## src/rtl/harness_exit_pkg.sv

```systemverilog
// Shared command, exit-code and state definitions for the harness exit monitor.
package harness_exit_pkg;

  localparam logic [7:0] CMD_EXIT      = 8'h00;
  localparam logic [7:0] CMD_CONSOLE   = 8'h01;
  localparam logic [7:0] CMD_HEARTBEAT = 8'h02;

  localparam logic [30:0] CODE_WATCHDOG = 31'h7FFF_FFFF;
  localparam logic [30:0] CODE_BADCMD   = 31'h7FFF_FFFE;

  typedef enum logic [1:0] {
    RUN       = 2'd0,
    DRAIN     = 2'd1,
    DONE_PASS = 2'd2,
    DONE_FAIL = 2'd3
  } exit_state_e;

endpackage

```

## src/rtl/harness_exit_monitor_if.sv

```systemverilog
// Tohost request channel and console byte channel between the DUT side and the exit monitor.
interface harness_exit_monitor_if;
  logic        io_tohost_valid;
  logic        io_tohost_ready;
  logic [63:0] io_tohost_bits;
  logic        io_console_valid;
  logic        io_console_ready;
  logic [7:0]  io_console_bits;

  modport master (
    output io_tohost_valid, io_tohost_bits, io_console_ready,
    input  io_tohost_ready, io_console_valid, io_console_bits
  );

  modport slave (
    input  io_tohost_valid, io_tohost_bits, io_console_ready,
    output io_tohost_ready, io_console_valid, io_console_bits
  );
endinterface

```

## src/rtl/exit_mon_fifo.sv

```systemverilog
// Small synchronous FIFO buffering console bytes; DEPTH must be a power of two.
module exit_mon_fifo #(
  parameter int WIDTH = 8,
  parameter int DEPTH = 8
) (
  input  logic             clk_i,
  input  logic             rst_i,
  input  logic             push_i,
  input  logic [WIDTH-1:0] data_i,
  input  logic             pop_i,
  output logic [WIDTH-1:0] data_o,
  output logic             full_o,
  output logic             empty_o
);
  localparam int AW = $clog2(DEPTH);
  localparam logic [AW:0] FULL_CNT = (AW+1)'(DEPTH);

  logic [WIDTH-1:0] mem_q [DEPTH];
  logic [AW-1:0]    wr_q, rd_q;
  logic [AW:0]      cnt_q;
  logic             do_push, do_pop;

  assign full_o  = (cnt_q == FULL_CNT);
  assign empty_o = (cnt_q == '0);
  assign data_o  = mem_q[rd_q];
  assign do_pop  = pop_i && !empty_o;
  // A simultaneous pop frees the slot, so a push into a full FIFO is legal then.
  assign do_push = push_i && (!full_o || do_pop);

  always_ff @(posedge clk_i or posedge rst_i) begin
    if (rst_i) begin
      wr_q  <= '0;
      rd_q  <= '0;
      cnt_q <= '0;
    end else begin
      if (do_push) wr_q <= wr_q + 1'b1;
      if (do_pop)  rd_q <= rd_q + 1'b1;
      case ({do_push, do_pop})
        2'b10:   cnt_q <= cnt_q + 1'b1;
        2'b01:   cnt_q <= cnt_q - 1'b1;
        default: cnt_q <= cnt_q;
      endcase
    end
  end

  always_ff @(posedge clk_i) begin
    if (do_push) mem_q[wr_q] <= data_i;
  end
endmodule

```

## src/rtl/harness_exit_monitor.sv

```systemverilog
// Test-completion monitor: decodes tohost words into exit/console/heartbeat, latches pass/fail, watchdog.
// Console FIFO and console channel exist only when HARNESS_CONSOLE_EN is defined.
//
// state     | meaning
// RUN       | accepting tohost words, watchdog counting
// DRAIN     | exit decided, waiting for console FIFO to empty
// DONE_PASS | io_success held until reset
// DONE_FAIL | io_failure and io_exit_code held until reset
module harness_exit_monitor
  import harness_exit_pkg::*;
#(
  parameter logic [31:0] WATCHDOG_CYCLES = 32'd1000000,
  parameter int          CONSOLE_DEPTH   = 8
) (
  input  logic                  clock,
  input  logic                  reset,
  harness_exit_monitor_if.slave tohost,
  output logic                  io_success,
  output logic                  io_failure,
  output logic [30:0]           io_exit_code
);
`ifdef HARNESS_CONSOLE_EN
  localparam bit CONSOLE_EN = 1'b1;
`else
  localparam bit CONSOLE_EN = 1'b0;
`endif

  exit_state_e state_q, state_d;
  logic [30:0] code_q, code_d;
  logic [31:0] wdog_q, wdog_d;
  logic        accept, wdog_expired;
  logic        fifo_push, fifo_full, fifo_empty;
  logic [7:0]  cmd;

  assign cmd                     = tohost.io_tohost_bits[63:56];
  assign tohost.io_tohost_ready  = (state_q == RUN) && !fifo_full;
  assign accept                  = tohost.io_tohost_valid && tohost.io_tohost_ready;
  assign wdog_expired            = (WATCHDOG_CYCLES != 32'd0) &&
                                   (wdog_q == WATCHDOG_CYCLES - 32'd1);

  always_comb begin
    state_d   = state_q;
    code_d    = code_q;
    wdog_d    = wdog_q;
    fifo_push = 1'b0;
    case (state_q)
      RUN: begin
        if (accept) begin
          wdog_d = '0;
          case (cmd)
            CMD_EXIT: begin
              if (tohost.io_tohost_bits[0]) begin
                code_d  = tohost.io_tohost_bits[31:1];
                state_d = DRAIN;
              end
            end
            CMD_CONSOLE:   fifo_push = CONSOLE_EN;
            CMD_HEARTBEAT: ;
            default: begin
              code_d  = CODE_BADCMD;
              state_d = DRAIN;
            end
          endcase
        end else begin
          wdog_d = wdog_q + 32'd1;
          if (wdog_expired) begin
            code_d  = CODE_WATCHDOG;
            state_d = DRAIN;
          end
        end
      end
      DRAIN: begin
        if (fifo_empty) state_d = (code_q == '0) ? DONE_PASS : DONE_FAIL;
      end
      default: ;
    endcase
  end

  always_ff @(posedge clock or posedge reset) begin
    if (reset) begin
      state_q <= RUN;
      code_q  <= '0;
      wdog_q  <= '0;
    end else begin
      state_q <= state_d;
      code_q  <= code_d;
      wdog_q  <= wdog_d;
    end
  end

  assign io_success   = (state_q == DONE_PASS);
  assign io_failure   = (state_q == DONE_FAIL);
  assign io_exit_code = io_failure ? code_q : '0;

  logic unused_payload;
  assign unused_payload = &{1'b0, tohost.io_tohost_bits[55:32]};

`ifdef HARNESS_CONSOLE_EN
  logic fifo_pop;
  assign fifo_pop                = tohost.io_console_valid && tohost.io_console_ready;
  assign tohost.io_console_valid = !fifo_empty;

  exit_mon_fifo #(
    .WIDTH(8),
    .DEPTH(CONSOLE_DEPTH)
  ) u_console_fifo (
    .clk_i  (clock),
    .rst_i  (reset),
    .push_i (fifo_push),
    .data_i (tohost.io_tohost_bits[7:0]),
    .pop_i  (fifo_pop),
    .data_o (tohost.io_console_bits),
    .full_o (fifo_full),
    .empty_o(fifo_empty)
  );
`else
  assign fifo_full               = 1'b0;
  assign fifo_empty              = 1'b1;
  assign tohost.io_console_valid = 1'b0;
  assign tohost.io_console_bits  = '0;

  logic unused_console;
  assign unused_console = &{1'b0, tohost.io_console_ready, fifo_push, CONSOLE_DEPTH[0]};
`endif
endmodule
```

## src/flat_wrapper.sv

```systemverilog
// flat-port wrapper written by rule: the top's interface ports become plain ports
module harness_exit_monitor_flat import harness_exit_pkg::*;
#(
  parameter logic [31:0] WATCHDOG_CYCLES = 32'd1000000,
  parameter int          CONSOLE_DEPTH   = 8
)
  (clock, reset, io_success, io_failure, io_exit_code, tohost_io_tohost_valid, tohost_io_tohost_bits, tohost_io_console_ready, tohost_io_tohost_ready, tohost_io_console_valid, tohost_io_console_bits);
  harness_exit_monitor_if tohost_i ();
  input  logic clock;
  input  logic reset;
  output logic io_success;
  output logic io_failure;
  output logic [30:0] io_exit_code;
  input wire logic [$bits(tohost_i.io_tohost_valid)-1:0] tohost_io_tohost_valid;
  input wire logic [$bits(tohost_i.io_tohost_bits)-1:0] tohost_io_tohost_bits;
  input wire logic [$bits(tohost_i.io_console_ready)-1:0] tohost_io_console_ready;
  output wire logic [$bits(tohost_i.io_tohost_ready)-1:0] tohost_io_tohost_ready;
  output wire logic [$bits(tohost_i.io_console_valid)-1:0] tohost_io_console_valid;
  output wire logic [$bits(tohost_i.io_console_bits)-1:0] tohost_io_console_bits;
  assign tohost_i.io_tohost_valid = tohost_io_tohost_valid;
  assign tohost_i.io_tohost_bits = tohost_io_tohost_bits;
  assign tohost_i.io_console_ready = tohost_io_console_ready;
  assign tohost_io_tohost_ready = tohost_i.io_tohost_ready;
  assign tohost_io_console_valid = tohost_i.io_console_valid;
  assign tohost_io_console_bits = tohost_i.io_console_bits;
  harness_exit_monitor #(.WATCHDOG_CYCLES(WATCHDOG_CYCLES), .CONSOLE_DEPTH(CONSOLE_DEPTH)) u_core (.clock(clock), .reset(reset), .tohost(tohost_i), .io_success(io_success), .io_failure(io_failure), .io_exit_code(io_exit_code));
endmodule
```

## config.mk

```make
export PLATFORM = sky130hd
export DESIGN_NAME = harness_exit_monitor_flat
export DESIGN_NICKNAME = d
export VERILOG_FILES = /design/src/rtl/harness_exit_pkg.sv /design/src/rtl/harness_exit_monitor_if.sv /design/src/rtl/exit_mon_fifo.sv /design/src/rtl/harness_exit_monitor.sv /design/src/flat_wrapper.sv
export SDC_FILE = /design/constraint.sdc
export NUM_CORES = 1
export LEC_CHECK = 0
export CAP_MARGIN = 15
export CELL_PAD_IN_SITES_DETAIL_PLACEMENT = 0
export CELL_PAD_IN_SITES_GLOBAL_PLACEMENT = 2
export CORE_MARGIN = 1
export CORE_UTILIZATION = 27
export DETAILED_ROUTE_END_ITERATION = 7
export MAX_ROUTING_LAYER = met4
export PLACE_DENSITY = 0.75
export SLEW_MARGIN = 20
export SYNTH_ARGS = -nofsm -noshare
export SYNTH_HDL_FRONTEND = slang
export SYNTH_SLANG_ARGS = --single-unit
```

## constraint.sdc

```tcl
create_clock -name clock -period 2.7 [get_ports clock]
set_input_delay 0.675 -clock clock [delete_from_list [all_inputs] [get_ports clock]]
set_output_delay 0.675 -clock clock [all_outputs]
set_load 0.01 [all_outputs]
```

==> metrics.md <==
| Metric | Value |
|---|---|
| Status | `complete, but fails checks` |
| Failing checks | `DRC` |
| Fraction of layout cells with a size suffix above 1 | `0.09227` |
| GPL Wtd Cong | `0.7233` |
| Relative slew slack | `0.5351` |
| Cell area after layout | `0.004546 sq mm` |
| Num CTS Buffers | `9` |
| Initial core utilization | `0.2814` |
| Placed Cells | `~530` |
| Vias | `2682` |
| Global-route wire length before repair | `13.52 mm` |
| H-tree depth | `3` |
| Worst ir drop on vdd | `0.0002130 V` |
| Sequential share of the synthesized area | `0.4977` |
| Worst slack, placed | `-0.03767 ns` |
| Gr usage total | `0.1416` |
| CP Capture Type | `output pin` |
| Routed Antenna Nets | `0` |
| Int Pwr | `0.002291 W` |
| Final Hold Fails | `0` |
| Crit path arrival time | `~1.9 ns` |
| Layout Nets | `465` |
| CTS resizes | `0` |
| Io pins | `111` |
| # rows | `39` |
| Ant diodes | `0` |
| Synth-to-layout area growth | `39.09%` |
| Final HPWL DP | `just under 6 mm` |
| CP Launch Type | `register` |
| Final setup margin | `approximately 0.11 ns` |
| Clk buf depth | `2` |
| Syn Std Cell Area | `0.003268 sq mm` |
| Critical path peak fanout | `24` |
| Layout Cells excl Fill | `544` |
| DR iter-0 viols | `approximately 150` |
| Max Freq | `just under 400 MHz` |
| Lkg Pwr | `about 1.9 nW` |
| Switching Fraction | `0.2357` |
| Commonest non-fill, non-tap cell in the layout | `clkdlybuf4s50_1` |
| Clk_skew | `about 0.0066 ns` |
| CP required | `~2 ns` |
| Final WL | `about 8.4 mm` |
| P_sw | `0.0007066 W` |
| Post-Syn Instances | `316` |
| Drt first pass iters | `7` |
| Clock share of power | `0.448` |
| Synth cell types | `39` |
| Worst hold path type | `reg -> reg` |
| Dpl cell area | `0.004200 sq mm` |
| Period utilisation layout | `0.9588` |
| Post-CTS Hold Buffers | `0` |
| Core footprint | `around 0.012 sq mm` |
| Clock-pin slew on the worst setup and hold paths | `~0.050 ns` |
| Combinational Power Share | `0.154` |
| Port buffer count | `76` |
| #FFs+latches synth | `65` |
| Maxcap violations | `0` |
| CP Class | `reg -> out` |
| Syn. warnings | `0` |
| DRC errors left | `12` |
| Final Slew Violations | `0` |
| Syn Area/Cell | `10.34 sq um` |
| Largest net degree at the start of global routing | `40` |
| Root buffer cell | `clkbuf_16` |
| CTS tree | `yes` |
| GRT overflow | `0` |
| Sink Count | `65` |
| Most frequent cells in the layout | `76 x clkdlybuf4s50_1, 65 x dfrtp_1, 35 x nor2_1, 35 x and3_1, 30 x o22a_1` |
| Crit path time final | `around 2.6 ns` |
| Die W | `112.0 um` |
| Total die area | `roughly 0.013 sq mm` |
| Number of global-route vias before repair | `2619` |
| Vias/cell | `4.930` |
| Unrepaired setup endpoints after global routing | `no` |
| Layout filler cell count | `1209` |
| Post-CTS Setup Bufs | `0` |
| Sequential power share | `0.398` |
| Final setup vio count | `0` |
| Chip height | `112.0 um` |
| PnR Total Power | `0.002998 W` |
| Actual slew at the worst max-slew pin | `0.6915 ns` |
| Worst skew pair latency | `0.33 ns` |
| Setup TNS | `0 ns` |
| Wire length per cell | `between 15 and 20 um` |
| Initial antenna violation count | `0` |
| Power Dens Cells | `659.5 mW/mm^2` |
-- cell usage after synthesis, drive strengths merged --
| master | count | share of area |
|---|---|---|
| nand3 | 12 | 0.018 |
| buf | 17 | 0.040 |
| or2 | 2 | 0.0038 |
| nor3 | 1 | 0.0015 |
| a41o | 1 | 0.0031 |
| o21ai | 6 | 0.0092 |
| or3 | 1 | 0.0019 |
| or4b | 1 | 0.0031 |
| nor4 | 14 | 0.033 |
| xor2 | 22 | 0.059 |
| a21oi | 4 | 0.0061 |
| and3 | 35 | 0.067 |
| and4b | 1 | 0.0031 |
| and4 | 5 | 0.013 |
| ha | 1 | 0.0038 |
| conb | 1 | 0.0011 |
| nor2 | 35 | 0.040 |
| a2bb2oi | 1 | 0.0046 |
| a2111oi | 1 | 0.0084 |
| mux2 | 1 | 0.0034 |
| and2 | 2 | 0.0038 |
| o22a | 30 | 0.080 |
| dfrtp | 65 | 0.50 |
| xnor2 | 4 | 0.011 |
| nor2b | 1 | 0.0019 |
| inv | 5 | 0.0057 |
| nor4b | 2 | 0.0054 |
| nand4 | 18 | 0.034 |
| nand3b | 1 | 0.0023 |
| a31oi | 2 | 0.0038 |
| clkbuf | 11 | 0.013 |
| nand2 | 12 | 0.014 |
| or4 | 1 | 0.0034 |
-- cell type report --
type | instances | area (sq um) | share of cell area
multi-input combinational | 226 | 1480 | 0.3256
timing repair buffer | 89 | 895.9 | 0.1971
clock buffer | 11 | 242.7 | 0.05340
inverter | 5 | 18.77 | 0.004129
sequential | 65 | 1627 | 0.3578
tap | 143 | 178.9 | 0.03936
clock inverter | 5 | 102.6 | 0.02257
-- metrics by stage --
step | hold WS [ns] | utilization
after global placement | 0.4960 | 0.3617
after CTS | 0.5074 | 0.3914
after floorplan | 0.4715 | -
after global routing | 0.5249 | 0.3914
after detailed placement | 0.5039 | 0.3617
final | 0.5108 | 0.3914
-- cell families after synthesis --
logic type | synth area share
other | 0.001147
xor gates and xnor gates | 0.06968
adders and majority gates | 0.003828
buffers and inverters | 0.05857
AOI/OAI and AO/OA | 0.1156
muxes | 0.003445
and+or+nand+nor | 0.2500
DFF | 0.4977
-- critical path: stages, from the launching register on --
cell             delay [ns]
dfrtp_1                0.57
buf_4                  0.29
and3_1                 0.18
clkdlybuf4s50_1        0.54
-- power by group through the flow --
stage | sequential (W) | combinational, W | clock, W
6_report | 0.00119 | 0.000462 | 0.00134
5_1_grt | 0.00121 | 0.000505 | 0.00141
4_1_cts | 0.00119 | 0.000469 | 0.00138
3_5_place_dp | 0.00121 | 0.000467 | 0
3_3_place_gp | 0.00121 | 0.000462 | 0
2_1_floorplan | 0.00118 | 0.000253 | 0
-- final timing paths --
path,to,cells past startpoint,slack [ns],start
worst max-delay path,io_exit_code[9],3,0.11,u_core.state_q[0]
worst min-delay path,u_core.wdog_q[3],1,0.51,u_core.wdog_q[3]
worst max register to register,u_core.code_q[11],6,0.58,u_core.wdog_q[15]
worst min register to register,u_core.wdog_q[3],1,0.51,u_core.wdog_q[3]
max in group asynchronous,u_core.state_q[0],3,1.59,reset
min in group asynchronous,u_core.code_q[2],2,0.59,reset
-- state kept, by name, indices dropped and copies added (netlist names) --
register	cells
u_core.state_q	2
u_core.wdog_q	32
u_core.code_q	31
-- layer usage --
metal	wire [um]	global-route usage
met3	482	0.02538
met4	128	0.06133
met2	3859	0.2128
met5	0	-
met1	3879	0.1878
(Power assumes the default switching activity.)
